### config.mk
export PLATFORM = sky130hd
export DESIGN_NAME = pit_8253
export DESIGN_NICKNAME = d
export VERILOG_FILES = /design/src/rtl/pit_8253_pkg.sv /design/src/rtl/pit_8253_channel.sv /design/src/rtl/pit_8253.sv
export SDC_FILE = /design/constraint.sdc
export NUM_CORES = 1
export LEC_CHECK = 0
export CORE_MARGIN = 2
export CORE_UTILIZATION = 40
export DETAILED_ROUTE_END_ITERATION = 10
export GPL_TIMING_DRIVEN = 0
export PLACE_DENSITY = 0.65
export SETUP_SLACK_MARGIN = 0.1
export SYNTH_ARGS = -nofsm -noshare
export SYNTH_HDL_FRONTEND = slang
export SYNTH_HIERARCHICAL = 1
export SYNTH_SLANG_ARGS = --single-unit
export TNS_END_PERCENT = 100
### constraint.sdc
create_clock -name iClk -period 3.5 [get_ports iClk]
set_input_delay 0.7 -clock iClk [delete_from_list [all_inputs] [get_ports iClk]]
set_output_delay 0.7 -clock iClk [all_outputs]
set_load 0.1 [all_outputs]
### src/rtl/pit_8253_pkg.sv
// Shared types and helpers for the 8253-compatible interval timer.
// Holds the mode/RW codes, port offsets and the reload arithmetic used by every channel.
package pit_8253_pkg;

  typedef enum logic [1:0] {
    M0 = 2'd0,
    M2 = 2'd2,
    M3 = 2'd3
  } pit_mode_t;

  typedef enum logic [1:0] {
    RW_LATCH = 2'b00,
    RW_LSB   = 2'b01,
    RW_MSB   = 2'b10,
    RW_WORD  = 2'b11
  } pit_rw_t;

  typedef enum logic [1:0] {
    ST_IDLE  = 2'd0,
    ST_LOAD  = 2'd1,
    ST_COUNT = 2'd2
  } ch_state_t;

  typedef struct packed {
    ch_state_t   state;
    logic        bcd;
    logic        latched;
    logic [15:0] count;
  } ch_dbg_t;

  localparam logic [1:0] ADDR_CH0  = 2'd0;
  localparam logic [1:0] ADDR_CH1  = 2'd1;
  localparam logic [1:0] ADDR_CH2  = 2'd2;
  localparam logic [1:0] ADDR_CTRL = 2'd3;

  // Modes 1/4/5 behave as mode 0, 6 as 2, 7 as 3.
  function automatic pit_mode_t decode_mode(input logic [2:0] m);
    pit_mode_t r;
    case (m)
      3'd2, 3'd6: r = M2;
      3'd3, 3'd7: r = M3;
      default:    r = M0;
    endcase
    return r;
  endfunction

  // A programmed 0 means 65536; periodic modes cannot run with a reload of 1.
  function automatic logic [16:0] eff_reload(input logic [15:0] r, input pit_mode_t md);
    logic [16:0] v;
    v = (r == 16'h0000) ? 17'h10000 : {1'b0, r};
    if ((md != M0) && (r == 16'h0001)) v = 17'd2;
    return v;
  endfunction

endpackage

### src/rtl/pit_8253_channel.sv
// One timer channel: reload register, IDLE/LOAD/COUNT sequencer, OUT, byte flops and
// the read-back latch. Counting advances only on tick.
module pit_8253_channel
  import pit_8253_pkg::*;
(
  input  logic       clk,
  input  logic       rst,
  input  logic       tick,
  input  logic       gate,
  input  logic       ctrl_we,
  input  logic [5:0] ctrl_word,
  input  logic       data_we,
  input  logic       rd_stb,
  input  logic [7:0] wdata,
  output logic [7:0] rdata,
  output logic       out_o,
  output ch_dbg_t    dbg_o
);

  ch_state_t   state_q, state_d;
  pit_mode_t   mode_q, mode_d;
  pit_rw_t     rw_q, rw_d;
  logic        bcd_q, bcd_d;
  logic [16:0] count_q, count_d;
  logic [15:0] reload_q, reload_d;
  logic [7:0]  wr_lsb_q, wr_lsb_d;
  logic        wr_flop_q, wr_flop_d;
  logic        rd_flop_q, rd_flop_d;
  logic        latched_q, latched_d;
  logic [15:0] latch_q, latch_d;
  logic        out_q, out_d;
  logic        gate_prev_q, gate_prev_d;
  logic        trig_q, trig_d;

  logic [16:0] eff, half_hi, half_lo;
  logic        wr_done;
  logic [15:0] wr_value;
  logic [15:0] src;
  logic        rd_last;
  pit_mode_t   new_mode;

  always_comb begin
    eff      = eff_reload(reload_q, mode_q);
    half_hi  = (eff + 17'd1) >> 1;
    half_lo  = eff >> 1;
    new_mode = decode_mode(ctrl_word[3:1]);
  end

  always_comb begin
    wr_done  = 1'b0;
    wr_value = 16'h0000;
    case (rw_q)
      RW_LSB:  begin wr_done = 1'b1;      wr_value = {8'h00, wdata};    end
      RW_MSB:  begin wr_done = 1'b1;      wr_value = {wdata, 8'h00};    end
      RW_WORD: begin wr_done = wr_flop_q; wr_value = {wdata, wr_lsb_q}; end
      default: ;
    endcase
  end

  always_comb begin
    src     = latched_q ? latch_q : count_q[15:0];
    rd_last = (rw_q != RW_WORD) || rd_flop_q;
    case (rw_q)
      RW_MSB:  rdata = src[15:8];
      RW_WORD: rdata = rd_flop_q ? src[15:8] : src[7:0];
      default: rdata = src[7:0];
    endcase
  end

  always_comb begin
    state_d     = state_q;
    mode_d      = mode_q;
    rw_d        = rw_q;
    bcd_d       = bcd_q;
    count_d     = count_q;
    reload_d    = reload_q;
    wr_lsb_d    = wr_lsb_q;
    wr_flop_d   = wr_flop_q;
    rd_flop_d   = rd_flop_q;
    latched_d   = latched_q;
    latch_d     = latch_q;
    out_d       = out_q;
    gate_prev_d = gate;
    trig_d      = trig_q;

    if (gate && !gate_prev_q && (state_q == ST_COUNT)) trig_d = 1'b1;

    if (tick) begin
      case (state_q)
        ST_LOAD: begin
          count_d = (mode_q == M3) ? half_hi : eff;
          out_d   = (mode_q != M0);
          trig_d  = 1'b0;
          state_d = ST_COUNT;
        end
        ST_COUNT: begin
          if (gate) begin
            case (mode_q)
              M2: begin
                if (trig_q || (count_q == 17'd1)) begin
                  count_d = eff;
                  out_d   = 1'b1;
                  trig_d  = 1'b0;
                end else begin
                  count_d = count_q - 17'd1;
                  out_d   = (count_q != 17'd2);
                end
              end
              M3: begin
                // OUT doubles as the phase flag: high phase reloads ceil, low phase floor.
                if (trig_q) begin
                  count_d = half_hi;
                  out_d   = 1'b1;
                  trig_d  = 1'b0;
                end else if (count_q == 17'd1) begin
                  count_d = out_q ? half_lo : half_hi;
                  out_d   = !out_q;
                end else begin
                  count_d = count_q - 17'd1;
                end
              end
              default: begin
                count_d = (count_q == 17'd0) ? 17'h0FFFF : count_q - 17'd1;
                if (count_q == 17'd1) out_d = 1'b1;
              end
            endcase
          end
        end
        default: ;
      endcase
    end

    if ((mode_q != M0) && !gate) out_d = 1'b1;

    if (data_we && (rw_q != RW_LATCH)) begin
      if (rw_q == RW_WORD) begin
        wr_flop_d = !wr_flop_q;
        if (!wr_flop_q) wr_lsb_d = wdata;
      end
      if (mode_q == M0) begin
        out_d   = 1'b0;
        state_d = wr_done ? ST_LOAD : ST_IDLE;
      end else if (wr_done && (state_q != ST_COUNT)) begin
        state_d = ST_LOAD;
      end
      if (wr_done) reload_d = wr_value;
    end

    if (rd_stb) begin
      if (rw_q == RW_WORD) rd_flop_d = !rd_flop_q;
      if (latched_q && rd_last) latched_d = 1'b0;
    end

    // Control writes take priority over a coincident tick: the count is frozen this cycle.
    if (ctrl_we) begin
      if (ctrl_word[5:4] == RW_LATCH) begin
        if (!latched_q) begin
          latched_d = 1'b1;
          latch_d   = count_q[15:0];
        end
      end else begin
        rw_d      = pit_rw_t'(ctrl_word[5:4]);
        mode_d    = new_mode;
        bcd_d     = ctrl_word[0];
        wr_flop_d = 1'b0;
        rd_flop_d = 1'b0;
        latched_d = 1'b0;
        trig_d    = 1'b0;
        count_d   = count_q;
        state_d   = ST_IDLE;
        out_d     = (new_mode != M0);
      end
    end
  end

  always_ff @(posedge clk or posedge rst) begin
    if (rst) begin
      state_q     <= ST_IDLE;
      mode_q      <= M0;
      rw_q        <= RW_LATCH;
      bcd_q       <= 1'b0;
      count_q     <= 17'd0;
      reload_q    <= 16'd0;
      wr_lsb_q    <= 8'd0;
      wr_flop_q   <= 1'b0;
      rd_flop_q   <= 1'b0;
      latched_q   <= 1'b0;
      latch_q     <= 16'd0;
      out_q       <= 1'b0;
      gate_prev_q <= 1'b0;
      trig_q      <= 1'b0;
    end else begin
      state_q     <= state_d;
      mode_q      <= mode_d;
      rw_q        <= rw_d;
      bcd_q       <= bcd_d;
      count_q     <= count_d;
      reload_q    <= reload_d;
      wr_lsb_q    <= wr_lsb_d;
      wr_flop_q   <= wr_flop_d;
      rd_flop_q   <= rd_flop_d;
      latched_q   <= latched_d;
      latch_q     <= latch_d;
      out_q       <= out_d;
      gate_prev_q <= gate_prev_d;
      trig_q      <= trig_d;
    end
  end

  assign out_o = out_q;

  always_comb begin
    dbg_o.state   = state_q;
    dbg_o.bcd     = bcd_q;
    dbg_o.latched = latched_q;
    dbg_o.count   = count_q[15:0];
  end

endmodule

### src/rtl/pit_8253.sv
// 8253-compatible interval timer: decodes ports 0x40-0x43 onto three channels and muxes
// read data. Ch0 drives IRQ0, ch2 is gated by iGate2 for the speaker.
module pit_8253
  import pit_8253_pkg::*;
(
  input  logic       iClk,
  input  logic       iRst,
  input  logic       iTick,
  input  logic       iSel,
  input  logic [1:0] iAddr,
  input  logic       iWr,
  input  logic       iRd,
  input  logic [7:0] iData,
  output logic [7:0] oData,
  input  logic       iGate2,
  output logic       oIrq0,
  output logic       oOut1,
  output logic       oOut2
);

  // iWr/iRd are single-cycle strobes qualified by iSel; there is no back-pressure, every
  // strobe is accepted on the clock edge it is high, and oData is valid while iSel&iRd.
  logic [2:0] ctrl_we, data_we, rd_stb, gate, out;
  logic [7:0] rdata [3];
  ch_dbg_t    dbg [3];
  logic       unused_dbg;

  assign gate = {iGate2, 1'b1, 1'b1};

  for (genvar g = 0; g < 3; g++) begin : g_ch
    assign data_we[g] = iSel && iWr && (iAddr == 2'(g));
    assign rd_stb[g]  = iSel && iRd && (iAddr == 2'(g));
    assign ctrl_we[g] = iSel && iWr && (iAddr == ADDR_CTRL) && (iData[7:6] == 2'(g));

    pit_8253_channel u_ch (
      .clk       (iClk),
      .rst       (iRst),
      .tick      (iTick),
      .gate      (gate[g]),
      .ctrl_we   (ctrl_we[g]),
      .ctrl_word (iData[5:0]),
      .data_we   (data_we[g]),
      .rd_stb    (rd_stb[g]),
      .wdata     (iData),
      .rdata     (rdata[g]),
      .out_o     (out[g]),
      .dbg_o     (dbg[g])
    );
  end

  always_comb begin
    oData = 8'hFF;
    if (iSel && iRd) begin
      case (iAddr)
        ADDR_CH0: oData = rdata[0];
        ADDR_CH1: oData = rdata[1];
        ADDR_CH2: oData = rdata[2];
        default:  oData = 8'hFF;
      endcase
    end
  end

  assign oIrq0 = out[0];
  assign oOut1 = out[1];
  assign oOut2 = out[2];

  assign unused_dbg = ^{dbg[0], dbg[1], dbg[2]};

endmodule

==> impl_results.rst <==
.. list-table::
   :header-rows: 1

   * - Metric
     - Value
   * - Data arrival at the endpoint of the critical path
     - about 3.8 ns
   * - Hold Crit Class
     - flop to flop
   * - Type of destination of the critical path
     - flop
   * - Sequential group share of total power
     - 26.2%
   * - CTS tree
     - yes
   * - Synth Cell Area
     - 16,300 sq um
   * - Clock Latency Late Sink
     - ~0.56 ns
   * - Number of iterations in the first detailed-routing pass
     - 6
   * - Fraction of final layout cells with drive strength greater than 1
     - 13.2%
   * - Crit-path slowest cell
     - clkdlybuf4s50_1
   * - Switching Share
     - 49.6%
   * - P_int
     - 0.00816 W
   * - Wire length of the first global-routing pass
     - 90,300 um
   * - Die width
     - 206 um
   * - Leakage power figure
     - about 7.4 nW
   * - Start-to-end type of the worst setup path
     - input port to flop
   * - Headroom to the max-slew limit
     - between 10% and 20%
   * - Total Wirelength
     - 58,200 um
   * - GR met1 Demand/Resource
     - 37.6%
   * - Starting DRC count in detailed routing
     - about 1.8k
   * - Slew Viols, Final
     - 0
   * - End-of-flow core utilization
     - a little under half
   * - Global placement routability congestion
     - around 1
   * - CP required
     - about 4 ns
   * - I/O Buffers
     - 26
   * - GRT Residual Overflow
     - 0
   * - Number of buffers inserted during clock tree synthesis
     - 26
   * - TritonCTS sink count
     - 207
   * - Global routing usage on met2
     - 41.9%
   * - Count of final hold-check violations
     - 0
   * - Post-route fraction of the period consumed by the critical path
     - 95.9%
   * - Number of design rule violations left after detail routing
     - 0
   * - Maximum number of pins on one net before global-route repair
     - 70
   * - Total instance count after detailed placement
     - around 2.5k
   * - Global routing's busiest layer
     - met2
   * - Cts-stage hold buffer count
     - 0
   * - RSZ-0062 raised after global routing
     - true
   * - Vias/cell
     - 6.40
   * - Critical Path Max Stage Delay
     - 0.66 ns
   * - Post-layout net count
     - 2,103
   * - Site Rows
     - 73
   * - Setup slack after placement
     - -1.27 ns
   * - Max-cap violations
     - 0
   * - Final antenna diode count
     - 0
   * - Family with the most delay on the worst path
     - buffers and inverters
   * - Post-layout power
     - 0.0162 W
   * - Count of filler cells inserted in the layout
     - between 3k and 4k
   * - Clock transition at the registers of the reported paths
     - 0.05 ns
   * - Areal power density over the cells
     - 871 nW/um^2
   * - Syn. warnings
     - 6
   * - Vias
     - 16.5k
   * - Overall fraction of global-route tracks in use
     - between 20% and 30%
   * - Maximum vdd ir drop
     - 0.000454 V
   * - Die Ht
     - 206 um
   * - Remaining antenna violation count
     - 0
   * - Combinational cell fraction of total power
     - between 50% and 60%
   * - Post-detailed-route wirelength per cell
     - 22.6 um
   * - Standard cell core area
     - 39,900 sq um
   * - Final Worst Setup Slack
     - 0.143 ns
   * - Mapped Avg Cell Area
     - 8.31 sq um
   * - Cell Count, Final, Fillers Out
     - approximately 2.6k
   * - CTS Root Cell
     - clkbuf_16
   * - Critical Path Source Type
     - input port
   * - Worst path buffer plus inverter count
     - 4
   * - Final count of negative-setup-slack endpoints
     - 0
   * - P&R area growth vs syn
     - 14.2%
   * - Post-layout minimum cycle time
     - about 3.4 ns
   * - Number of H-tree branching levels
     - 1
   * - Initial antenna violation count
     - 0
   * - IO Count
     - 28
   * - F_max
     - 298 MHz
   * - Starting utilization of the core area
     - 40.8%
   * - Switching pwr
     - 0.00803 W
   * - Cell-by-cell trace of the critical path
     - clkdlybuf4s50_1, buf_4, nand4_1, nor3b_4, o21ai_2, nand3_2, buf_2, clkbuf_2, o21ai_0, o21a_1
   * - Dpl hpwl
     - 42,400 um
   * - Area of the die
     - 42,300 sq um
   * - Post-Route Skew
     - approximately 0.016 ns
   * - Maximum clock insertion buffer count
     - 3
   * - Clock network fraction of total power
     - 16.7%
   * - Status
     - finished clean
   * - Crit path max fanout
     - 10
   * - Worst slew pin tran
     - ~1.3 ns
   * - Number of global-route vias before repair
     - 15.7k
   * - Met3 Resource Use GR
     - 4.26%
   * - Synthesized instance count
     - 1,958
[metal layers]
layer  vias up  share of wire, %
met1      8055                43
li1       7484                 -
met2       802                44
met4         0               4.2
met3       144               8.1
met5         -                 0
[power groups by stage]
stage,Sequential [W],Clock (W),Combinational (W)
6_report,0.00425,0.00270,0.00924
5_1_grt,0.00436,0.00284,0.00996
4_1_cts,0.00413,0.00275,0.00885
3_5_place_dp,0.00409,0,0.00876
3_3_place_gp,0.00406,0,0.00868
2_1_floorplan,0.00393,0,0.00629
[registers in the layout, indices dropped and copies added, names as in the netlist]
name                   cells
g_ch.u_ch/trig_q           3
g_ch.u_ch/gate_prev_q      3
g_ch.u_ch/wr_flop_q        3
g_ch.u_ch/state_q          6
g_ch.u_ch/rw_q             6
g_ch.u_ch/reload_q        48
g_ch.u_ch/wr_lsb_q        24
g_ch.u_ch/latched_q        3
g_ch.u_ch/rd_flop_q        3
g_ch.u_ch/out_o            3
g_ch.u_ch/count_q         51
g_ch.u_ch/mode_q           6
g_ch.u_ch/latch_q         48
[path summary, 6_finish.rpt]
| path | from | to | slack [ns] | cells past startpoint |
|---|---|---|---|---|
| max reg2reg | g_ch[2].u_ch/reload_q[14]$_DFFE_PP0P_ | g_ch[2].u_ch/count_q[15]$_DFFE_PP0P_ | 0.19 | 10 |
| min reg2reg | g_ch[1].u_ch/latch_q[13]$_DFFE_PP0P_ | g_ch[1].u_ch/latch_q[13]$_DFFE_PP0P_ | 0.50 | 1 |
| max | iAddr[0] | g_ch[1].u_ch/count_q[6]$_DFFE_PP0P_ | 0.14 | 10 |
| max in group asynchronous | iRst | g_ch[0].u_ch/latched_q$_DFF_PP0_ | 1.86 | 2 |
| min | g_ch[1].u_ch/latch_q[13]$_DFFE_PP0P_ | g_ch[1].u_ch/latch_q[13]$_DFFE_PP0P_ | 0.50 | 1 |
| min in group asynchronous | iRst | g_ch[2].u_ch/count_q[4]$_DFFE_PP0P_ | 0.90 | 3 |
[per-stage QoR]
step | hold WS (ns) | area (sq um) | TNS (ns)
2_1_floorplan | 0.480 | 16300 | 0
3_3_place_gp | 0.488 | 17200 | -140.04
3_5_place_dp | 0.496 | 17300 | -57.54
4_1_cts | 0.508 | 18300 | -0.229
5_1_grt | 0.517 | 18600 | -0.0203
6_report | 0.504 | 18600 | 0
[cell type report]
type,instances,area [sq um],area share [%]
tap,525,657,3.53
inverter,60,233,1.25
clock buffer,36,739,3.98
multi-input combinational,1518,10400,56.0
clock inverter,8,101,0.545
buffer,173,785,4.22
timing repair buffer,49,475,2.56
sequential,207,5180,27.9
[timing repair]
action                                  4_1_cts  5_1_grt
pin swaps                                     4       14
gates resized for setup                     110       55
buffers inserted                              2       20
endpoints found under the setup margin       72       81
[layout by cell type, fill, tap and decap left out, types with 14 or more instances in the layout]
cell type	instances
nand3_1	50
buf_4	26
clkdlybuf4s50_1	15
nor2_1	134
inv_1	52
buf_2	25
o21ai_1	14
and3_1	17
clkbuf_1	119
nor2b_1	20
o22ai_1	29
a22oi_1	29
o31ai_1	47
xor2_1	25
a211o_1	15
mux2i_1	70
dfrtp_1	204
nor3_1	51
ha_1	45
xnor2_1	28
a21oi_1	105
o21ai_0	109
nand4_1	37
nand2_1	205
mux2_2	61
nor4_1	32
a31oi_1	42
nor3b_1	15
clkbuf_16	27
a211oi_1	18
o211ai_1	17
[worst register-to-register path, delay by kind of cell (launching register included)]
kind | cells | cell delay (ns)
AOI/OAI and AO/OA | 4 | 1.30
buffers and inverters | 2 | 0.41
adders and majority gates | 1 | 0.22
and+or+nand+nor | 3 | 0.98
DFF | 1 | 0.35
No activity file was read; power rests on OpenSTA's default activity.
